==> src/rtl/fp_add_sched_pkg.sv <==
// Shared types and FP32 field helpers for the shared-adder scheduler.
package fp_sched_pkg;

  typedef enum logic [1:0] {
    IDLE = 2'd0,
    EXEC = 2'd1,
    RESP = 2'd2
  } sched_state_t;

  localparam int EXP_MSB  = 30;
  localparam int EXP_LSB  = 23;
  localparam int FRAC_MSB = 22;
  localparam int CNT_W    = 4;

  // Sign is ignored: +0 and -0 both bypass the datapath.
  function automatic logic is_zero(input logic [31:0] v);
    return (v[EXP_MSB:EXP_LSB] == '0) && (v[FRAC_MSB:0] == '0);
  endfunction

endpackage

==> src/rtl/fp_add_sched_if.sv <==
// Requester, datapath and response signals of the scheduler bundled together.
interface fp_add_sched_if #(
  parameter int NREQ = 4,
  parameter int IDW  = $clog2(NREQ)
);
  logic [NREQ-1:0]    req_valid;
  logic [NREQ-1:0]    req_ready;
  logic [NREQ*32-1:0] req_a;
  logic [NREQ*32-1:0] req_b;
  logic               dp_start;
  logic [31:0]        dp_a;
  logic [31:0]        dp_b;
  logic [31:0]        dp_result;
  logic               resp_valid;
  logic               resp_ready;
  logic [31:0]        resp_result;
  logic [IDW-1:0]     resp_id;

  modport slave (
    input  req_valid, req_a, req_b, dp_result, resp_ready,
    output req_ready, dp_start, dp_a, dp_b, resp_valid, resp_result, resp_id
  );

  modport master (
    output req_valid, req_a, req_b, dp_result, resp_ready,
    input  req_ready, dp_start, dp_a, dp_b, resp_valid, resp_result, resp_id
  );
endinterface

==> src/rtl/fp_add_sched_rr_arbiter.sv <==
// Round-robin arbiter: first asserted request strictly after ptr, wrapping modulo NREQ.
module rr_arbiter #(
  parameter int NREQ = 4,
  parameter int IDW  = $clog2(NREQ)
) (
  input  logic [NREQ-1:0] req,
  input  logic [IDW-1:0]  ptr,
  input  logic            en,
  output logic [NREQ-1:0] gnt,
  output logic [IDW-1:0]  gnt_id
);

  logic found;
  int   idx;

  always_comb begin
    gnt    = '0;
    gnt_id = '0;
    found  = 1'b0;
    idx    = 0;
    for (int off = 1; off <= NREQ; off++) begin
      idx = int'(ptr) + off;
      if (idx >= NREQ) begin
        idx = idx - NREQ;
      end
      if (en && !found && req[idx]) begin
        found       = 1'b1;
        gnt[idx]    = 1'b1;
        gnt_id      = IDW'(idx);
      end
    end
  end

endmodule

==> src/rtl/fp_add_sched.sv <==
// Shares one fixed-latency FP32 adder among NREQ requesters, one operation in flight.
module fp_add_sched
  import fp_sched_pkg::*;
#(
  parameter int NREQ   = 4,
  parameter int DP_LAT = 3,
  parameter int IDW    = $clog2(NREQ)
) (
  input  logic           clk,
  input  logic           reset,
  fp_add_sched_if.slave  bus
);

  sched_state_t     state_q, state_d;
  logic [CNT_W-1:0] cnt_q, cnt_d;
  logic [IDW-1:0]   rr_ptr_q, rr_ptr_d;
  logic [IDW-1:0]   resp_id_q, resp_id_d;
  logic [31:0]      dp_a_q, dp_a_d;
  logic [31:0]      dp_b_q, dp_b_d;
  logic [31:0]      resp_result_q, resp_result_d;
  logic             dp_start_q, dp_start_d;

  logic [NREQ-1:0]  gnt;
  logic [IDW-1:0]   gnt_id;
  logic             hs;
  logic [31:0]      op_a, op_b;
  logic [31:0]      a_arr [NREQ];
  logic [31:0]      b_arr [NREQ];

  generate
    for (genvar gi = 0; gi < NREQ; gi++) begin : g_unpack
      assign a_arr[gi] = bus.req_a[gi*32 +: 32];
      assign b_arr[gi] = bus.req_b[gi*32 +: 32];
    end
  endgenerate

  rr_arbiter #(
    .NREQ (NREQ),
    .IDW  (IDW)
  ) u_arb (
    .req    (bus.req_valid),
    .ptr    (rr_ptr_q),
    .en     (state_q == IDLE),
    .gnt    (gnt),
    .gnt_id (gnt_id)
  );

  // The arbiter only grants asserted requests, so any grant is a handshake.
  assign hs   = |gnt;
  assign op_a = a_arr[gnt_id];
  assign op_b = b_arr[gnt_id];

  always_comb begin
    state_d       = state_q;
    cnt_d         = cnt_q;
    rr_ptr_d      = rr_ptr_q;
    resp_id_d     = resp_id_q;
    dp_a_d        = dp_a_q;
    dp_b_d        = dp_b_q;
    resp_result_d = resp_result_q;
    dp_start_d    = 1'b0;
    case (state_q)
      IDLE: begin
        if (hs) begin
          dp_a_d    = op_a;
          dp_b_d    = op_b;
          resp_id_d = gnt_id;
          rr_ptr_d  = gnt_id;
          if (is_zero(op_a) || is_zero(op_b)) begin
            resp_result_d = is_zero(op_a) ? (is_zero(op_b) ? 32'h0000_0000 : op_b) : op_a;
            state_d       = RESP;
          end else begin
            dp_start_d = 1'b1;
            cnt_d      = CNT_W'(DP_LAT);
            state_d    = EXEC;
          end
        end
      end
      EXEC: begin
        cnt_d = cnt_q - CNT_W'(1);
        if (cnt_q == CNT_W'(1)) begin
          resp_result_d = bus.dp_result;
          state_d       = RESP;
        end
      end
      RESP: begin
        if (bus.resp_ready) begin
          state_d = IDLE;
        end
      end
      default: begin
        state_d = IDLE;
      end
    endcase
  end

  always_ff @(posedge clk) begin
    if (reset) begin
      state_q       <= IDLE;
      cnt_q         <= '0;
      rr_ptr_q      <= IDW'(NREQ - 1);
      resp_id_q     <= '0;
      dp_a_q        <= '0;
      dp_b_q        <= '0;
      resp_result_q <= '0;
      dp_start_q    <= 1'b0;
    end else begin
      state_q       <= state_d;
      cnt_q         <= cnt_d;
      rr_ptr_q      <= rr_ptr_d;
      resp_id_q     <= resp_id_d;
      dp_a_q        <= dp_a_d;
      dp_b_q        <= dp_b_d;
      resp_result_q <= resp_result_d;
      dp_start_q    <= dp_start_d;
    end
  end

  assign bus.req_ready   = gnt;
  assign bus.dp_start    = dp_start_q;
  assign bus.dp_a        = dp_a_q;
  assign bus.dp_b        = dp_b_q;
  assign bus.resp_valid  = (state_q == RESP);
  assign bus.resp_result = resp_result_q;
  assign bus.resp_id     = resp_id_q;

endmodule

==> src/flat_wrapper.sv <==
// flat-port wrapper written by rule: the top's interface ports become plain ports
module fp_add_sched_flat import fp_sched_pkg::*;
#(
  parameter int NREQ   = 4,
  parameter int DP_LAT = 3,
  parameter int IDW    = $clog2(NREQ)
)
  (clk, reset, bus_req_valid, bus_req_a, bus_req_b, bus_dp_result, bus_resp_ready, bus_req_ready, bus_dp_start, bus_dp_a, bus_dp_b, bus_resp_valid, bus_resp_result, bus_resp_id);
  fp_add_sched_if #(.NREQ(NREQ), .IDW(IDW)) bus_i ();
  input  logic clk;
  input  logic reset;
  input wire logic [$bits(bus_i.req_valid)-1:0] bus_req_valid;
  input wire logic [$bits(bus_i.req_a)-1:0] bus_req_a;
  input wire logic [$bits(bus_i.req_b)-1:0] bus_req_b;
  input wire logic [$bits(bus_i.dp_result)-1:0] bus_dp_result;
  input wire logic [$bits(bus_i.resp_ready)-1:0] bus_resp_ready;
  output wire logic [$bits(bus_i.req_ready)-1:0] bus_req_ready;
  output wire logic [$bits(bus_i.dp_start)-1:0] bus_dp_start;
  output wire logic [$bits(bus_i.dp_a)-1:0] bus_dp_a;
  output wire logic [$bits(bus_i.dp_b)-1:0] bus_dp_b;
  output wire logic [$bits(bus_i.resp_valid)-1:0] bus_resp_valid;
  output wire logic [$bits(bus_i.resp_result)-1:0] bus_resp_result;
  output wire logic [$bits(bus_i.resp_id)-1:0] bus_resp_id;
  assign bus_i.req_valid = bus_req_valid;
  assign bus_i.req_a = bus_req_a;
  assign bus_i.req_b = bus_req_b;
  assign bus_i.dp_result = bus_dp_result;
  assign bus_i.resp_ready = bus_resp_ready;
  assign bus_req_ready = bus_i.req_ready;
  assign bus_dp_start = bus_i.dp_start;
  assign bus_dp_a = bus_i.dp_a;
  assign bus_dp_b = bus_i.dp_b;
  assign bus_resp_valid = bus_i.resp_valid;
  assign bus_resp_result = bus_i.resp_result;
  assign bus_resp_id = bus_i.resp_id;
  fp_add_sched #(.NREQ(NREQ), .DP_LAT(DP_LAT), .IDW(IDW)) u_core (.clk(clk), .reset(reset), .bus(bus_i));
endmodule
==> config.mk <==
export PLATFORM = sky130hd
export DESIGN_NAME = fp_add_sched_flat
export DESIGN_NICKNAME = d
export VERILOG_FILES = /design/src/rtl/fp_add_sched_pkg.sv /design/src/rtl/fp_add_sched_if.sv /design/src/rtl/fp_add_sched_rr_arbiter.sv /design/src/rtl/fp_add_sched.sv /design/src/flat_wrapper.sv
export SDC_FILE = /design/constraint.sdc
export NUM_CORES = 1
export LEC_CHECK = 0
export CAP_MARGIN = 20
export CORE_AREA = 2 2 153 155
export DETAILED_ROUTE_END_ITERATION = 12
export DIE_AREA = 0 0 155 157
export PLACE_DENSITY = 0.69
export SYNTH_ARGS = -nofsm -noshare
export SYNTH_HDL_FRONTEND = slang
export SYNTH_SLANG_ARGS = --single-unit
==> constraint.sdc <==
create_clock -name clk -period 6.96 [get_ports clk]
set_input_delay 0.696 -clock clk [delete_from_list [all_inputs] [get_ports clk]]
set_output_delay 0.696 -clock clk [all_outputs]
set_load 0.05 [all_outputs]
# --- Word level (Yosys, flattened, before mapping) ---
# Index checks and enable logic that the tools add are counted.
classes:
  add_sub_neg: 9
  n_lt_le_gt_ge: 13
  eq_ne: 8
  muxes: 56
  bitwise_logic: 6
  reduce_logical: 29
op_table:
  columns: ["operator", "count"]
  rows:
  - ["$mux W32", 13]
  - ["$bmux W32 S2", 2]
  - ["$ge A32 B1 Y1 const B", 4]
  - ["$lt A32 B4 Y1 const B", 4]
  - ["$pmux W32 S2", 1]
  - ["$logic_not A23 Y1", 2]
  - ["$ge A32 B4 Y1 const B", 1]
  - ["$sub A32 B4 Y32 const B", 1]
  - ["$mux W4", 6]
  - ["$logic_not A8 Y1", 2]
  - ["$mux W1", 16]
  - ["$mux W2", 8]
  - ["$logic_and A1 B1 Y1", 13]
  - ["$or A4 B4 Y4", 3]
  - ["$ge A3 B3 Y1 const B", 3]
  - ["$bmux W1 S2", 4]
  - ["$demux W1 S2", 4]
  - ["$pmux W4 S2", 1]
  - ["$sub A3 B3 Y4 const B", 2]
  - ["$add A2 B2 Y3 const B", 2]
  - ["$ne A2 B1 Y1 const B", 3]
  - ["$pmux W2 S3", 1]
  - ["$reduce_and A3 Y1", 2]
  - ["$sub A4 B3 Y5 const B", 1]
  - ["other kinds (18)", 22]
totals:
  ff_bits: 107
  output_inout_bits: 104

# --- Logic depth before layout (Yosys ltp) ---
# Gate-level depths: netlist of run 1.
logic_depth:
  ltp_word: 31
  depth_mapped: 20

# --- Modules after synthesis ---
# A second synthesis of run 1 with hierarchy kept.
unflattened:
  hier_cells: 684
  hier_area_um2: 6756.5
by_module_without_submodules:
  columns: ["module", "n_inst", "cells_per_inst", "area_each_um2", "seq_area_each_um2"]
  rows:
  - ["fp_add_sched", 1, 630, 6269.8, 2142.1]
  - ["rr_arbiter", 1, 54, 486.7, 0.0]

# --- Worst setup path before layout of run 1 ---
# No wires, ideal clock.
synth_timing:
  path_kind: "reg2reg"
  startpoint: "reg u_core.rr_ptr_q[0]"
  endpoint: "reg u_core.resp_result_q[24], in the netlist u_core.bus.resp_result[24]"
  setup_time_ns: 0.074
  arrival_time_ns: 4.374
  required_ns: 6.886
  path_slack_ns: 2.512
  path_stages_with_launch: 18
  n_path_buf: 4
  period_less_slack_ns: 4.448
  path_cell_list: "dfxtp_1 buf_2 inv_1 ha_1 mux2_2 o2bb2a_2 nor4_2 or2_1 buf_6 buf_8 mux4_2 or4_4 nor2_4 nand4_4 or3_1 buf_2 o211a_1 nor3_2"
synth_via:
  elab_chain_len: 31
synth_rtl:
  columns: ["element", "line_no", "rtl"]
  rows:
  - ["start, declared", "fp_add_sched.sv:16", "logic [IDW-1:0] rr_ptr_q, rr_ptr_d;"]
  - ["start signal, assigned", "fp_add_sched.sv:101", "rr_ptr_q <= IDW'(NREQ - 1);"]
  - ["start signal, assigned", "fp_add_sched.sv:110", "rr_ptr_q <= rr_ptr_d;"]
  - ["$add A2 B1 Y3", "fp_add_sched_rr_arbiter.sv:22", "idx = int'(ptr) + off;"]
  - ["$sub A32 B4 Y32 or $ge A32 B4 Y1 (tied branches)", "fp_add_sched_rr_arbiter.sv:24, fp_add_sched_rr_arbiter.sv:23", null]
  - ["$mux W32", "fp_add_sched_rr_arbiter.sv:23", "if (idx >= NREQ) begin"]
  - ["$bmux W1 S2", "fp_add_sched_rr_arbiter.sv:26", "if (en && !found && req[idx]) begin"]
  - ["$mux W1 (not written as such) (2 in a row)", "fp_add_sched_rr_arbiter.sv:26", null]
  - ["$logic_and A1 B1 Y1", "fp_add_sched_rr_arbiter.sv:26", null]
  - ["$mux W1", "fp_add_sched_rr_arbiter.sv:26", null]
  - ["$logic_not A1 Y1", "fp_add_sched_rr_arbiter.sv:26", null]
  - ["(+12 left out)", null, null]
  - ["$bmux W32 S2", "fp_add_sched.sv:51", "assign op_b = b_arr[gnt_id];"]
  - ["$mux W32 (not written as such) (2 in a row)", "fp_add_sched.sv:51", null]
  - ["$logic_not A23 Y1 or $logic_not A8 Y1 (tied branches)", "fp_add_sched_pkg.sv:17", "return (v[EXP_MSB:EXP_LSB] == '0) && (v[FRAC_MSB:0] == '0);"]
  - ["$logic_and A1 B1 Y1", "fp_add_sched_pkg.sv:17", null]
  - ["$mux W32 (2 in a row)", "fp_add_sched.sv:70", "resp_result_d = is_zero(op_a) ? (is_zero(op_b) ? 32'h0000_0000 : op_b) : op_a;"]
  - ["$mux W32", "fp_add_sched.sv:69", "if (is_zero(op_a) || is_zero(op_b)) begin"]
  - ["$mux W32", "fp_add_sched.sv:64", "if (hs) begin"]
  - ["$pmux W32 S2", "fp_add_sched.sv:62", "case (state_q)"]
  - ["end signal, assigned", "fp_add_sched.sv:114", "resp_result_q <= resp_result_d;"]
  - ["end, declared", "fp_add_sched.sv:20", "logic [31:0] resp_result_q, resp_result_d;"]
# Several ways; a longest one is shown, not always the timed one. The select of a mux whose other input is x is not followed.
# A chain may end at the register's enable or synchronous reset.

# --- Worst setup path in the final report of run 1 ---
layout_timing:
  startpoint: "reg u_core.rr_ptr_q[0]"
  endpoint: "reg u_core.resp_result_q[25], in the netlist u_core.bus.resp_result[25]"
# The elaborated chain is that of the path after synthesis.

==> results.yml, run 1 <==
status:
  run_status: "finished, final reports clean"
floorplanning:
  number_of_ports_placed_on_the_die_boundary: 399
  fp.dieH_um: 157
  die-width_um: 155
  core.rowCount: 55
  die_area_mm2: 0.02434
  initial_core_util: 0.3192
  core_box_area_mm2: 0.02250
logic_synthesis:
  syn-num-nets: 1269
  synth_flop_cell: "sky130_fd_sc_hd__dfxtp_1"
  ffs_w_async_s_r_synth: 0
  synthTopCellsByArea: "sky130_fd_sc_hd__dfxtp_1 (30%), sky130_fd_sc_hd__nand2_1 (14%), sky130_fd_sc_hd__mux2i_1 (7.1%), sky130_fd_sc_hd__mux4_2 (6.0%), sky130_fd_sc_hd__nor2_1 (5.8%)"
  syn-cell-area_mm2: 0.007182
  synth_adder_area_share: 0.01045
  ys_seq_area_frac: 0.2983
  multiplexer_share_of_the_synthesized_area: 0.1484
  yosys_register_bits: 107
  synth_compound_area_frac: 0.1493
  synth_top_family_by_area: "simple AND/OR/NAND/NOR gates"
  synth_area_leader: "sky130_fd_sc_hd__dfxtp_1"
  post-synth-top-area-fraction: 0.2983
  netlist_instances: 968
  synth-edff-count: 0
  post_synth.cell_area_avg_um2: 7.419
  yosysWarningCount: 0
  yosys.area_share.xor_xnor: 0.002439
  yosys.area_share.simple: 0.3347
  count_of_cell_types_in_the_netlist: 59
timing:
  slew_viol_final: 0
  setup_violations: 0
  fin_skew_ns: 0.01717
  tightest_slew_ns: 0.9809
  setup_slack_ns: 1.211
  timing.fmax_ghz: 0.1739
  hold_viol_final: 0
  tns_ns: 0
  slew_margin_rel: 0.3461
  fin_crit_ns: 5.749
  rsz0062_at_grt: "no"
  finalCritPeriodShare: 0.8260
  fin_hold_ws_ns: 0.4490
routing:
  drtAntennaViolNets: 0
  detail_route.wirelength_mm: 36.03
  drt_drc_violations_left: 0
  via_per_inst: 5.433
  via_count: 8704
  route.detailed.wl_per_inst_um: 22.49
  drt_pre_antenna_iters: 6
  drt_iter0_markers: 647
layout:
  finish.cell_count_without_fillers: 1602
  antenna_diodes: 0
  post_route_cells_drive_above_1_share: 0.06378
  utilization: 0.5168
  area_growth_syn_to_layout_pct: 61.93
  finalNetCount: 1613
placement:
  place_hpwl_mm: 29.00
  port_buffers: 398
  number_of_instances_in_the_placed_design: 1585
  preCtsSetupSlack_ns: 1.307
  routabilityCongestion: 0.9569
pwr:
  power_density_mw_per_mm2: 501.4
  power.leakage_nw: 4.554
  irDropWorstVdd_uv: 309.1
global_routing:
  grt_max_degree: 87
  gr-total-overflow: 0
  grtUsageTotal: 0.2792
  global_route_wire_length_before_repair_mm: 50.95
  first_global_vias: 8361
  grt_antenna_before_repair: 0
critical_path:
  timing.critical_path.slowest_stage_cell: "sky130_fd_sc_hd__dfxtp_1"
  setup.reg_to_reg.worst_slack_ns: 1.21
  cells_along_the_critical_path: "inv_1, ha_1, mux2_2, o2bb2a_2, nor4_2, buf_4, or2_4, mux2_2, a222oi_1, buf_4, and3_1, and4_1, a221o_2, buf_12, nor2_1, a311oi_1"
  cp_top_family: "compound AO/OA/AOI/OAI gates"
  crit_cells: 16
  endpoint_kind: "flop"
  timing.rr.end: "u_core.bus.resp_result[25]"
  worst-path-buf-inv: 4
  critical_path_arrival_ns: 6.01
  max_stage_delay_ns: 0.69
  reg2regPathDepth: 16
  cp_data_required_time_ns: 7.22
  maximum_fanout_count_along_the_critical_path: 36
  setup.worst_path.class: "flop to flop"
  timing.critical_path.to: "u_core.bus.resp_result[25]"
  rr_startpoint: "u_core.rr_ptr_q[0]"
  critPathLaunchType: "flop"
  setup.worst_path.start: "u_core.rr_ptr_q[0]"
clock_tree:
  cts_num_sinks: 107
  cts_inserted_buffers: 9
  cts_max_level: 3
  post-cts-setup-buffer-count: 0
  worstSkewPairLatency_ns: 0.37
  cts_max_path_buffers: 2
  postCtsHoldBufs: 0
  post_cts_resize_count: 0
  cts_tree: "built"
  clk_transition_reported_paths_ns: 0.08
  cts_root_buffer: "sky130_fd_sc_hd__clkbuf_16"
hold_path:
  hold_path.class: "flop to flop"
flow_run:
  drv.max_cap_violation_count: 0
report_power, final:
group          internal [mW]  switching, mW  total, mW
combinational           1.48           2.89       4.37
sequential             0.815          0.117      0.932
clock                  0.265          0.269      0.534
total                   2.56           3.27       5.83
cells in the mapped netlist (all sizes together) (3+ instances only):
cell type and instances:
a211oi 6, a21oi 50, a222oi 6, a311oi 23, a31oi 34, and3 36
buf 30, clkbuf 49, dfxtp 107, ha 6, inv 8, mux2 9
mux2i 51, mux4 20, nand2 263, nand2b 3, nand3 7, nand4 5
nor2 113, nor2b 5, nor3 46, nor4 30, o211a 8, o21ai 15
o21bai 3, or3 3, or4 9
final cells by class:
cell class	count	area, um^2
clock inverters	6	60.06
clock buffers	10	239.0
inverters	8	30.03
repair buffers	412	4116
fillers	2200	10870
flip-flops and latches	107	2142
well taps	285	356.6
multi-input cells	774	4686
flip-flops by register name, summed over array words and instances (netlist names):
signal                  cells
u_core.rr_ptr_q             2
u_core.bus.dp_b            32
u_core.bus.dp_start         1
u_core.state_q              2
u_core.bus.dp_a            32
u_core.bus.resp_id          2
u_core.bus.resp_result     32
u_core.cnt_q                4
worst min path at each step:
| stage | from | endpoint | cells past startpoint |
|---|---|---|---|
| finish | u_core.bus.dp_a[30] | u_core.bus.dp_a[30] | 2 |
| global route | u_core.bus.dp_a[10] | u_core.bus.dp_a[10] | 2 |
| CTS | u_core.bus.dp_a[30] | u_core.bus.dp_a[30] | 2 |
| detailed placement | u_core.bus.dp_a[10] | u_core.bus.dp_a[10] | 2 |
| global placement | u_core.bus.dp_a[30] | u_core.bus.dp_a[30] | 2 |
| floorplan | u_core.cnt_q[1] | u_core.cnt_q[1] | 2 |
cell families (layout without fill, tap and decap cells):
| kind of cell | Yosys count | in the layout |
|---|---|---|
| AND/OR/NAND/NOR | 527 | 527 |
| AO/OA/AOI/OAI | 159 | 159 |
| flip-flops | 107 | 107 |
| buffers and inverters | 87 | 436 |
| multiplexers | 80 | 80 |
| adder cells (fa/ha/maj) | 6 | 6 |
| XOR/XNOR | 2 | 2 |
layer usage:
layer / vias up / routed length (um) / share of wire / GRT usage
met3: 48 / 2566 / 0.071 / 0.05176
met1: 4088 / 14660 / 0.41 / 0.3403
li1: 4139 / - / - / -
met2: 429 / 17810 / 0.49 / 0.4990
met4: 0 / 996 / 0.028 / 0.08554
met5: - / 0 / 0 / 0
worst register-to-register path: stages, from the launching register on:
cell,delay [ns]
sky130_fd_sc_hd__dfxtp_1,0.69
sky130_fd_sc_hd__inv_1,0.14
sky130_fd_sc_hd__ha_1,0.42
sky130_fd_sc_hd__mux2_2,0.40
sky130_fd_sc_hd__o2bb2a_2,0.32
sky130_fd_sc_hd__nor4_2,0.27
sky130_fd_sc_hd__buf_4,0.20
sky130_fd_sc_hd__or2_4,0.49
sky130_fd_sc_hd__mux2_2,0.42
sky130_fd_sc_hd__a222oi_1,0.39
sky130_fd_sc_hd__buf_4,0.22
sky130_fd_sc_hd__and3_1,0.22
sky130_fd_sc_hd__and4_1,0.28
sky130_fd_sc_hd__a221o_2,0.58
sky130_fd_sc_hd__buf_12,0.28
sky130_fd_sc_hd__nor2_1,0.07
sky130_fd_sc_hd__a311oi_1,0.26
per-stage QoR:
stage	power, mW	cell area, um^2
2_1_floorplan	3.837	7182
3_3_place_gp	5.256	11320
3_5_place_dp	5.284	11320
4_1_cts	5.819	11620
5_1_grt	6.189	11630
6_report	5.831	11630
placed cells by master (no fill, tap or decap), types with 28 or more instances in the layout:
| master | Yosys | final |
|---|---|---|
| sky130_fd_sc_hd__clkdlybuf4s50_1 | 0 | 397 |
| sky130_fd_sc_hd__nand2_1 | 263 | 262 |
| sky130_fd_sc_hd__nor2_1 | 111 | 110 |
| sky130_fd_sc_hd__dfxtp_1 | 107 | 107 |
| sky130_fd_sc_hd__mux2i_1 | 51 | 51 |
| sky130_fd_sc_hd__a21oi_1 | 50 | 50 |
| sky130_fd_sc_hd__nor3_1 | 37 | 37 |
| sky130_fd_sc_hd__and3_1 | 36 | 36 |
| sky130_fd_sc_hd__a31oi_1 | 34 | 34 |
| sky130_fd_sc_hd__nor4_1 | 29 | 28 |
Power figures use the tool's default switching activity.
==> run 2: changes to the inputs <==
--- a/config.mk
+++ b/config.mk
@@ -6,10 +6,10 @@
 export NUM_CORES = 1
 export LEC_CHECK = 0
 export CAP_MARGIN = 20
-export CORE_AREA = 2 2 153 155
+export CORE_AREA = 2 2 154 156
 export DETAILED_ROUTE_END_ITERATION = 12
-export DIE_AREA = 0 0 155 157
-export PLACE_DENSITY = 0.69
+export DIE_AREA = 0 0 156 158
+export PLACE_DENSITY = 0.68
 export SYNTH_ARGS = -nofsm -noshare
 export SYNTH_HDL_FRONTEND = slang
 export SYNTH_SLANG_ARGS = --single-unit
==> constraint.sdc (replaced) <==
create_clock -name clk -period 5.3 [get_ports clk]
set_input_delay 0.53 -clock clk [delete_from_list [all_inputs] [get_ports clk]]
set_output_delay 0.53 -clock clk [all_outputs]
set_load 0.05 [all_outputs]
==> run 2 against run 1 <==
Against the previous run: maximum frequency is 18% higher; power grew 35%; sequential share of layout area fell by 0.21 points; sequential power up 31%; final area increased by 1.1%; worst hold slack improved by 0.0018 ns.
==> results.yml, run 2 (synthesis results as in run 1) <==
clock_tree:
  cts_num_sinks: 107
  cts_root_buffer: "sky130_fd_sc_hd__clkbuf_16"
  postCtsHoldBufs: 0
  cts_max_level: 3
  post-cts-setup-buffer-count: 0
  clk_transition_reported_paths_ns: 0.08
  post_cts_resize_count: 0
  cts_inserted_buffers: 9
  worstSkewPairLatency_ns: 0.36
  cts_max_path_buffers: 2
  cts_tree: "built"
global_routing:
  first_global_vias: 8649
  gr-total-overflow: 0
  grtUsageTotal: 0.2848
  grt_antenna_before_repair: 1
  global_route_wire_length_before_repair_mm: 52.72
  grt_max_degree: 90
critical_path:
  timing.rr.end: "u_core.bus.resp_result[28]"
  setup.reg_to_reg.worst_slack_ns: 0.44
  setup.worst_path.start: "u_core.rr_ptr_q[1]"
  rr_startpoint: "u_core.rr_ptr_q[1]"
  maximum_fanout_count_along_the_critical_path: 89
  reg2regPathDepth: 15
  critical_path_arrival_ns: 5.12
  endpoint_kind: "flop"
  critPathLaunchType: "flop"
  setup.worst_path.class: "flop to flop"
  timing.critical_path.to: "u_core.bus.resp_result[28]"
  cp_data_required_time_ns: 5.56
timing:
  setup_violations: 0
  rsz0062_at_grt: "no"
  slew_margin_rel: 0.4843
  tightest_slew_ns: 0.7672
  slew_viol_final: 0
  timing.fmax_ghz: 0.2058
  finalCritPeriodShare: 0.9169
  fin_crit_ns: 4.859
  tns_ns: 0
  hold_viol_final: 0
  fin_skew_ns: 0.01097
pwr:
  power.internal_mw: 3.451
  power_mw: 7.858
  power.net_switching_mw: 4.407
  swShare: 0.5608
  combinationalPowerShare: 0.758
  seq_power_share: 0.155
  power.leakage_nw: 4.630
  clk_network_pwr_share: 0.087
  power_density_mw_per_mm2: 668.1
  irDropWorstVdd_uv: 340.4
hold_path:
  hold_path.class: "flop to flop"
  hold_path_start: "u_core.bus.dp_a[22]"
routing:
  drt_pre_antenna_iters: 5
  via_count: 8857
  route.detailed.wl_per_inst_um: 22.58
  drt_drc_violations_left: 0
  drtAntennaViolNets: 0
  via_per_inst: 5.461
  drt_iter0_markers: 631
  detail_route.wirelength_mm: 36.63
placement:
  routabilityCongestion: 0.9343
  place_hpwl_mm: 29.45
  number_of_instances_in_the_placed_design: 1602
  port_buffers: 398
floorplanning:
  core_box_area_mm2: 0.02305
  die-width_um: 156
  initial_core_util: 0.3116
  number_of_ports_placed_on_the_die_boundary: 399
  core.rowCount: 56
  die_area_mm2: 0.02465
  fp.dieH_um: 158
layout:
  fillers: 2240
  layout.cells.most_common: "sky130_fd_sc_hd__clkdlybuf4s50_1"
  finish.cell_count_without_fillers: 1622
  post_route_cells_drive_above_1_share: 0.07357
  antenna_diodes: 0
  layout_common_cells: "sky130_fd_sc_hd__clkdlybuf4s50_1 (397), sky130_fd_sc_hd__nand2_1 (262), sky130_fd_sc_hd__nor2_1 (110)"
  finalNetCount: 1628
  area_growth_syn_to_layout_pct: 63.76
status:
  run_status: "finished, final reports clean"
flow_run:
  drv.max_cap_violation_count: 0
-- run 2: cell count changes in the layout (fill, tap and decap cells not counted), sizes merged --
cell,change
inv,-2
clkinv,+2
buf,+15
-- run 2: cell type report --
type,instances,area [um^2],share of cell area
clock inverters,6,57.56,0.004894
repair buffers,427,4254,0.3617
well taps,290,362.8,0.03085
clock buffers,10,229.0,0.01947
multi-input cells,774,4686,0.3984
inverters,8,30.03,0.002553
flip-flops and latches,107,2142,0.1821
-- run 2: worst min path at each step --
stage                                      to  slack (ns)  depth (start not counted)
final                     u_core.bus.dp_a[22]        0.45                          2
after global routing      u_core.bus.dp_a[22]        0.47                          2
after CTS                 u_core.bus.dp_a[28]        0.45                          2
after detailed placement  u_core.bus.dp_a[22]        0.44                          2
after global placement    u_core.bus.dp_a[13]        0.44                          2
after floorplan               u_core.cnt_q[1]        0.49                          2
-- run 2: critical path, cell delays in order (launching register included) --
cell and delay (ns):
sky130_fd_sc_hd__dfxtp_1 0.48, sky130_fd_sc_hd__inv_1 0.16, sky130_fd_sc_hd__ha_1 0.41, sky130_fd_sc_hd__mux4_2 0.35, sky130_fd_sc_hd__nor2b_1 0.15, sky130_fd_sc_hd__o21bai_1 0.31, sky130_fd_sc_hd__o21a_4 0.43, sky130_fd_sc_hd__buf_12 0.37
sky130_fd_sc_hd__mux2i_1 0.31, sky130_fd_sc_hd__mux2_2 0.28, sky130_fd_sc_hd__nand4_1 0.13, sky130_fd_sc_hd__nor4_1 0.42, sky130_fd_sc_hd__a221o_2 0.20, sky130_fd_sc_hd__buf_4 0.33, sky130_fd_sc_hd__nor2_1 0.07, sky130_fd_sc_hd__a311oi_1 0.25
-- run 2: metal layers --
metal,global-route usage,share of wire,vias to the layer above
met2,0.5059,0.49,431
met4,0.08825,0.028,2
met3,0.04572,0.070,60
met5,0,0.00035,-
met1,0.3539,0.41,4194
li1,-,-,4170
-- run 2: power groups by stage --
stage | clock (mW) | combinational, mW | sequential [mW]
2_1_floorplan | 0 | 3.09 | 1.95
3_3_place_gp | 0 | 5.83 | 1.23
3_5_place_dp | 0 | 5.87 | 1.24
4_1_cts | 0.693 | 5.88 | 1.22
5_1_grt | 0.726 | 6.35 | 1.25
6_report | 0.683 | 5.96 | 1.22
-- run 2: through the flow --
stage	worst slack (ns)	util	hold slack, ns	area, um^2
final	0.4406	0.5102	0.4508	11760
after global routing	0.1088	0.5102	0.4722	11760
after CTS	0.3260	0.5076	0.4538	11700
after detailed placement	0.3331	0.4952	0.4429	11410
after global placement	0.4102	0.4952	0.4386	11410
after floorplan	0.8522	-	0.4937	7182
